$ cat config.mk
export PLATFORM = sky130hd
export DESIGN_NAME = vga_host_io_master
export DESIGN_NICKNAME = d
export VERILOG_FILES = /design/src/rtl/vga_io_pkg.sv /design/src/rtl/vga_io_lane_align.sv /design/src/rtl/vga_host_io_master.sv
export SDC_FILE = /design/constraint.sdc
export NUM_CORES = 1
export LEC_CHECK = 0
export CAP_MARGIN = 15
export CORE_UTILIZATION = 49
export DETAILED_ROUTE_END_ITERATION = 8
export PLACE_DENSITY = 0.86
export SETUP_SLACK_MARGIN = 0.4
export SLEW_MARGIN = 20
export SYNTH_ARGS = -nofsm -noshare
export SYNTH_HDL_FRONTEND = slang
export SYNTH_SLANG_ARGS = --single-unit
$ cat constraint.sdc
create_clock -name h_hclk -period 4 [get_ports h_hclk]
set_input_delay 1 -clock h_hclk [delete_from_list [all_inputs] [get_ports h_hclk]]
set_output_delay 1 -clock h_hclk [all_outputs]
set_load 0.05 [all_outputs]
$ cat src/rtl/vga_io_pkg.sv
// Shared types, VGA port constants and byte-lane helpers for the host I/O bus master.
package vga_io_pkg;

   typedef enum logic [1:0] {StIdle, StStrobe, StRecover, StResp} io_state_e;

   localparam logic [15:0] PORT_CRTC_IDX_MONO   = 16'h03B4;
   localparam logic [15:0] PORT_CRTC_DATA_MONO  = 16'h03B5;
   localparam logic [15:0] PORT_SEQ_IDX         = 16'h03C4;
   localparam logic [15:0] PORT_SEQ_DATA        = 16'h03C5;
   localparam logic [15:0] PORT_CRTC_IDX_COLOR  = 16'h03D4;
   localparam logic [15:0] PORT_CRTC_DATA_COLOR = 16'h03D5;

   // Odd byte lives on the upper lane of the 16-bit bus.
   function automatic logic [15:0] lane_steer_wr(input logic size16, input logic addr0,
                                                 input logic [15:0] wdata);
      case ({size16, addr0})
         2'b10:   return wdata;
         2'b00:   return {8'h00, wdata[7:0]};
         2'b01:   return {wdata[7:0], 8'h00};
         default: return 16'h0000;
      endcase
   endfunction

   function automatic logic [15:0] lane_extract_rd(input logic size16, input logic addr0,
                                                   input logic [15:0] bus);
      case ({size16, addr0})
         2'b10:   return bus;
         2'b00:   return {8'h00, bus[7:0]};
         2'b01:   return {8'h00, bus[15:8]};
         default: return 16'h0000;
      endcase
   endfunction

endpackage

$ cat src/rtl/vga_io_lane_align.sv
// Combinational byte-lane steering for writes and right-justified extraction for reads.
module vga_io_lane_align
   import vga_io_pkg::*;
(
   input  logic        size16,
   input  logic        addr0,
   input  logic [15:0] wdata,
   input  logic [15:0] io_rdata,
   output logic [15:0] dbus,
   output logic [15:0] rdata
);

   always_comb begin
      dbus  = lane_steer_wr(size16, addr0, wdata);
      rdata = lane_extract_rd(size16, addr0, io_rdata);
   end

endmodule

$ cat src/rtl/vga_host_io_master.sv
// Host-side initiator for the VGA I/O register bus: one request at a time, strobe/recover/respond.
// Optional strobe timeout is enabled by defining IO_TIMEOUT_EN.
module vga_host_io_master
   import vga_io_pkg::*;
#(
   parameter int unsigned MIN_STROBE     = 2,
   parameter int unsigned RECOVERY       = 1,
   parameter int unsigned TIMEOUT_CYCLES = 64
) (
   input  logic        h_hclk,
   input  logic        h_reset_n,
   input  logic        req_valid,
   output logic        req_ready,
   input  logic        req_write,
   input  logic [15:0] req_addr,
   input  logic        req_size16,
   input  logic [15:0] req_wdata,
   output logic        rsp_valid,
   input  logic        rsp_ready,
   output logic [15:0] rsp_rdata,
   output logic        rsp_err,
   output logic [15:0] h_io_addr,
   output logic [15:0] h_io_dbus,
   output logic        h_iowr,
   output logic        h_iord,
   output logic        h_io_16,
   input  logic [15:0] io_rdata,
   input  logic        io_ready_n
);

`ifdef IO_TIMEOUT_EN
   localparam bit TIMEOUT_EN = 1'b1;
`else
   localparam bit TIMEOUT_EN = 1'b0;
`endif

   // Strobe counter saturates so a long wait can never wrap below MIN_STROBE.
   localparam int unsigned SCNT_MAX = (TIMEOUT_EN && TIMEOUT_CYCLES > MIN_STROBE) ?
                                      TIMEOUT_CYCLES : MIN_STROBE;
   localparam int unsigned SCNT_W   = $clog2(SCNT_MAX + 1);

   io_state_e         state_q;
   logic [SCNT_W-1:0] scnt_q;
   logic [3:0]        rcnt_q;
   logic              write_q;
   logic [15:0]       wdata_q;
   logic [15:0]       rd_ext;

   // Keyed by the bus-cycle registers so dbus stays stable through STROBE and RECOVER.
   vga_io_lane_align u_lane_align (
      .size16   (h_io_16),
      .addr0    (h_io_addr[0]),
      .wdata    (wdata_q),
      .io_rdata (io_rdata),
      .dbus     (h_io_dbus),
      .rdata    (rd_ext)
   );

   always_ff @(posedge h_hclk or negedge h_reset_n) begin
      if (!h_reset_n) begin
         state_q   <= StIdle;
         scnt_q    <= '0;
         rcnt_q    <= '0;
         write_q   <= 1'b0;
         wdata_q   <= '0;
         req_ready <= 1'b0;
         rsp_valid <= 1'b0;
         rsp_rdata <= '0;
         rsp_err   <= 1'b0;
         h_io_addr <= '0;
         h_iowr    <= 1'b0;
         h_iord    <= 1'b0;
         h_io_16   <= 1'b0;
      end else begin
         case (state_q)
            StIdle: begin
               req_ready <= 1'b1;
               if (req_valid && req_ready) begin
                  req_ready <= 1'b0;
                  write_q   <= req_write;
                  if (req_size16 && req_addr[0]) begin
                     rsp_valid <= 1'b1;
                     rsp_err   <= 1'b1;
                     rsp_rdata <= '0;
                     state_q   <= StResp;
                  end else begin
                     h_io_addr <= req_addr;
                     h_io_16   <= req_size16;
                     wdata_q   <= req_write ? req_wdata : 16'h0000;
                     h_iowr    <= req_write;
                     h_iord    <= !req_write;
                     scnt_q    <= SCNT_W'(1);
                     state_q   <= StStrobe;
                  end
               end
            end
            StStrobe: begin
               if (scnt_q >= SCNT_W'(MIN_STROBE) && !io_ready_n) begin
                  h_iowr    <= 1'b0;
                  h_iord    <= 1'b0;
                  rsp_err   <= 1'b0;
                  rsp_rdata <= write_q ? 16'h0000 : rd_ext;
                  rcnt_q    <= 4'd1;
                  state_q   <= StRecover;
               end else if (TIMEOUT_EN && scnt_q == SCNT_W'(TIMEOUT_CYCLES)) begin
                  h_iowr    <= 1'b0;
                  h_iord    <= 1'b0;
                  rsp_err   <= 1'b1;
                  rsp_rdata <= write_q ? 16'h0000 : 16'hFFFF;
                  rcnt_q    <= 4'd1;
                  state_q   <= StRecover;
               end else if (scnt_q != SCNT_W'(SCNT_MAX)) begin
                  scnt_q <= scnt_q + SCNT_W'(1);
               end
            end
            StRecover: begin
               if (rcnt_q >= 4'(RECOVERY)) begin
                  rsp_valid <= 1'b1;
                  state_q   <= StResp;
               end else begin
                  rcnt_q <= rcnt_q + 4'd1;
               end
            end
            StResp: begin
               if (rsp_ready) begin
                  rsp_valid <= 1'b0;
                  req_ready <= 1'b1;
                  scnt_q    <= '0;
                  rcnt_q    <= '0;
                  state_q   <= StIdle;
               end
            end
            default: state_q <= StIdle;
         endcase
      end
   end

endmodule

; ---- After elaboration in Yosys (flattened, before gate mapping)
; Cells that the tools add are included.
[word_totals]
ff_bits = 63
latch_bits = 0
mem_bits_rw = 0
mem_bits_ro = 0
inputBits = 55
elab_cells = 93
mem_count = 0
[op_classes]
add_sub_neg = 2
multipliers = 0
div = 0
order_cmp = 2
eq_ne = 15
shifts = 0
mux = 39
n_bitwise = 1
reduce_logical = 21
[op_table]
columns = operator, count
row1 = one-hot mux 16 bit (3 select lines), 2
row2 = 2-to-1 mux 16 bit, 5
row3 = one-hot mux 16 bit (2 select lines), 1
row4 = != test 2 bit (second input constant), 10
row5 = 2-to-1 mux 2 bit, 9
row6 = AND reduction 4 bit, 4
row7 = 2-to-1 mux 4 bit, 3
row8 = one-hot mux 4 bit (3 select lines), 1
row9 = 2-to-1 mux 1 bit, 11
row10 = nonzero test 3 bit, 3
row11 = one-hot mux 1 bit (2 select lines), 4
row12 = one-hot mux 2 bit (4 select lines), 1
row13 = equality test 2 bit (second input constant), 3
row14 = one-hot mux 2 bit (3 select lines), 1
row15 = AND reduction 6 bit, 1
row16 = AND reduction 5 bit, 1
row17 = adder 4 x 1 -> 4 bit (second input constant), 1
row18 = equality test 2 x 1 -> 1 bit (second input constant), 2
row19 = greater-or-equal comparator 4 x 1 -> 1 bit (second input constant), 1
row20 = logical NOT 2 bit, 2
row21 = AND reduction 2 bit, 2
row22 = nonzero test 2 bit, 2
row23 = logical AND 1 bit, 3
row24 = one-hot mux 1 bit (3 select lines), 1
row25 = other kinds (5), 6

; ---- Depth between registers and ports, before layout
[logic_depth]
ltp_word = 5
depth_mapped = 9

; ---- By module
; From an unflattened synthesis, not the netlist that was laid out.
[hier_totals]
cells_unflattened = 301
hier_area_um2 = 3236.9
[modules_own_cells]
columns = module, instances, cells_per_inst, area_each_um2, seq_area_each_um2
row1 = vga_host_io_master, 1, 262, 2904.0, 1576.5
row2 = vga_io_lane_align, 1, 39, 332.8, 0.0

; ---- Worst setup path before layout
; Ideal clock, no wire load.
[synth_path]
kind = reg2out
from = register h_io_16
to = output port h_io_dbus[10]
t_arrival_ps = 1562
t_required_ps = 3000
slack_ps = 1438
path_stages_with_launch = 5
cell_sequence = dfrtp_1 nor2b_1 clkbuf_1 buf_4 a22o_1
[synth_between]
elab_chain_len = 2
word_cells_on_any_way = 4
classes_between = eq/ne: 2 / mux: 1 / reduce/logical: 1
[synth_rtl]
columns = element, line_no
row1 = from (decl), vga_host_io_master.sv:26  ; output logic h_io_16,
row2 = from (signal assigned), vga_host_io_master.sv:88  ; h_io_16 <= req_size16;
row3 = "equality test 2 x 1 -> 1 bit, or another cell as far along", vga_io_pkg.sv:16  ; case ({size16, addr0})
row4 = one-hot mux 16 bit (3 select lines) (*), vga_io_pkg.sv:16
row5 = to (decl), vga_host_io_master.sv:23  ; output logic [15:0] h_io_dbus,
; Mark *: on every way between the ends. The rest lies on a longest branch, timed or not.

; ---- Worst setup path in the final report
[layout_path]
from = register h_io_addr[0]
to = output port h_io_dbus[9]
[layout_between]
elab_chain_len = 2
word_cells_on_any_way = 4
classes_between = eq/ne: 2 / mux: 1 / reduce/logical: 1
[layout_rtl]
columns = element, line_no
row1 = from (decl), vga_host_io_master.sv:22  ; output logic [15:0] h_io_addr,
row2 = from (signal assigned), vga_host_io_master.sv:87  ; h_io_addr <= req_addr;
row3 = "equality test 2 x 1 -> 1 bit, or another cell as far along", vga_io_pkg.sv:16
row4 = one-hot mux 16 bit (3 select lines) (*), vga_io_pkg.sv:16
; Marks and branches as above.

==> summary.txt <==
status = finished, final reports clean
ANT cells = 0
peak supply drop = 0.605 mV
adder-cell share of the synthesized area = 3.59%
final count of hold timing violations = 0
area growth from synthesis to layout = 40.1%
Compound-Gate Fraction of Synth Area = 12.0%
Sw Pwr = 1.83 mW
Sw Ratio = 47.2%
actual slew at the worst max-slew pin = 0.850 ns
DRC Markers = 0
Die H = 82.0 um
clock-pin slew on the worst setup and hold paths = 0.06 ns
Critical R2R Launch = state_q[0]
Placement Cell Area = 4210 um2
Longest Clk Path Bufs = 2
DP HPWL = 5380 um
Synth Area in Simple Gates = 18.0%
Sequential Power Share = 28.2%
Setup Fix Bufs, Post-CTS = 0
critical path arrival = 2.07 ns
Cell Int Power = 2.05 mW
crit start category = register
initial DRC count = 112
vias in the first global route = 2513
routed length per placed instance = 15.8 um
Worst Setup Path Type = register to primary output
fmax = 326 MHz
DR vias = 2568
Final nets = 461
DRT antenna net count = 0
largest family of logic cells by synthesized area = simple AND/OR/NAND/NOR gates
largest net degree at the start of global routing = 48
pwr/cell area = 886 nW/um2
Synth Register Bits = 63
Main synth FF type = dfrtp_1
Unique masters post-synth = 39
synthesized area = 3130 um2
Final min period = 3.07 ns
Final Util = 72.4%
die width = 82.0 um
Hold/Removal Path Class = register to register
most frequent cells in the layout = clkdlybuf4s50_1, dfrtp_1, nand2_1
CTS tree = built
WL final = 7480 um
maxcap violations = 0
combinational share of power = 58.1%
clk_lat worst skew = 0.33 ns
required time worst endpoint = 3.00 ns
initial antenna violation count = 0
Fill cells = 448
# hold bufs at CTS = 0
Synth area leader = dfrtp_1
Synth Area per Inst = 10.7 um2
r2r setup slk = 1.69 ns
Hold Crit Depth = 2
count of boundary I/O pins = 109
TritonCTS buffer count = 9
DIE AREA = 6720 um2
sequential element share of the synthesized area = 50.3%
Total Negative Setup Slacks = 0 ns
Post-Syn Nets = 356
share of cells above drive strength 1 = 17.0%
XOR/XNOR Fraction of Synth Area = 0%
leakage = 1.98 nW
first-pass GRT wire length = 11700 um
r2r endpoint = h_io_addr[3]
post-route cell area = 4390 um2
cell row count = 28
unrepaired setup endpoints after global routing = false
post-synthesis mux area share = 11.6%
Slew HR = 43.3%
hold_sp = wdata_q[8]
RD Place Congestion = 0.789
Num Clock Sinks = 63
Synth warnings = 0
PortBufs = 108
CTS resizes = 0
Worst Hold Slack = 0.484 ns
Core ar. = 6060 um2
routed vias/inst = 5.42
skew final = 0.00649 ns
GRT Total Usage = 23.5%
commonest non-fill, non-tap cell in the layout = clkdlybuf4s50_1
fraction of registers with async set/reset = 100%
max-slew violations = 0
H-tree levels = 3
Post-synth EDFFs = 0
Hold EP = wdata_q[8]
share of the synthesized area in the top cell type = 50.3%
FF-to-FF path depth = 5
Critical Path Sink Type = primary output
Area contributors post-synth = dfrtp_1, mux2_2, nand2_1, ha_1, o21ai_0
Final setup viols = 0
period utilisation layout = 76.7%
clock power share = 13.7%
Initial Utilization = 51.7%
Root Buffer = clkbuf_8
Crit Path Max Fanout = 20
DR pass1 iterations = 4
pre-CTS setup slack = 1.10 ns
grt total ovfl = 0
Final WS setup = 0.934 ns
cell count after synthesis = 292
==> logic make-up after synthesis <==
group / after synthesis
adders and majority gates: 9
and+or+nand+nor: 105
AOI/OAI and AO/OA: 57
muxes: 31
buffers and inverters: 27
DFF: 63
==> synthesized netlist by cell type, types with 2 or more instances <==
master / n
clkbuf_1: 6
a21oi_1: 13
nand2b_1: 2
a21bo_2: 8
and2b_1: 9
buf_6: 3
a22o_1: 9
nand2_1: 37
mux2i_1: 3
nor2_1: 20
nor2b_1: 12
inv_1: 9
mux2_4: 2
buf_4: 3
a31oi_1: 2
nand4_1: 12
ha_1: 9
buf_2: 5
and2_1: 3
dfrtp_1: 63
o21ai_0: 20
mux2_2: 25
==> power by group through the flow <==
stage	registers, mW	clock network (mW)	logic [mW]
global route	1.13	0.570	2.41
detailed placement	1.10	0	2.25
global placement	1.08	0	2.20
finish	1.10	0.532	2.26
floorplan	1.61	0	1.08
CTS	1.09	0.540	2.27
==> worst max-delay path, cell delays in order (launching register included) <==
cell,delay [ns]
dfrtp_1,0.62
nor2b_1,0.66
a22o_1,0.25
buf_4,0.20
==> worst max-delay path by stage <==
stage / from / endpoint / slack (ns) / cells after the start
2_1_floorplan: h_io_16 / h_io_dbus[10] / 1.44 / 4
3_3_place_gp: req_valid / h_io_addr[11] / 1.15 / 4
3_5_place_dp: req_valid / h_io_addr[3] / 1.10 / 4
4_1_cts: h_io_addr[0] / h_io_dbus[9] / 0.92 / 3
5_1_grt: h_io_addr[0] / h_io_dbus[9] / 0.82 / 3
6_report: h_io_addr[0] / h_io_dbus[9] / 0.93 / 3
==> layout make-up <==
class / count / area [um2] / share of cell area, %
Clock inverter: 1 / 30.0 / 0.684
Clock buffer: 12 / 155 / 3.53
Timing Repair Buffer: 111 / 1080 / 24.6
Multi-Input combinational cell: 202 / 1420 / 32.3
Inverter: 10 / 37.5 / 0.855
Sequential cell: 63 / 1580 / 35.9
Tap cell: 75 / 93.8 / 2.14
==> per-layer routing <==
layer | vias up | track usage (%) | share of wire [%]
li1 | 1213 | - | -
met1 | 1239 | 28.3 | 42
met2 | 104 | 39.3 | 49
met3 | 12 | 7.56 | 7.4
met4 | 0 | 8.77 | 1.7
met5 | - | 0 | 0
==> state kept, by name, summed over array words and instances, names as in the netlist, 2 cells and up <==
name / flops
scnt_q: 2
h_io_addr: 16
rcnt_q: 4
wdata_q: 16
rsp_rdata: 16
state_q: 2
==> per-stage QoR <==
stage	total power [mW]	cells
floorplan	2.69	292
global placement	3.29	461
detailed placement	3.36	461
CTS	3.90	474
global route	4.11	474
finish	3.89	474
Power figures use the tool's default switching activity.
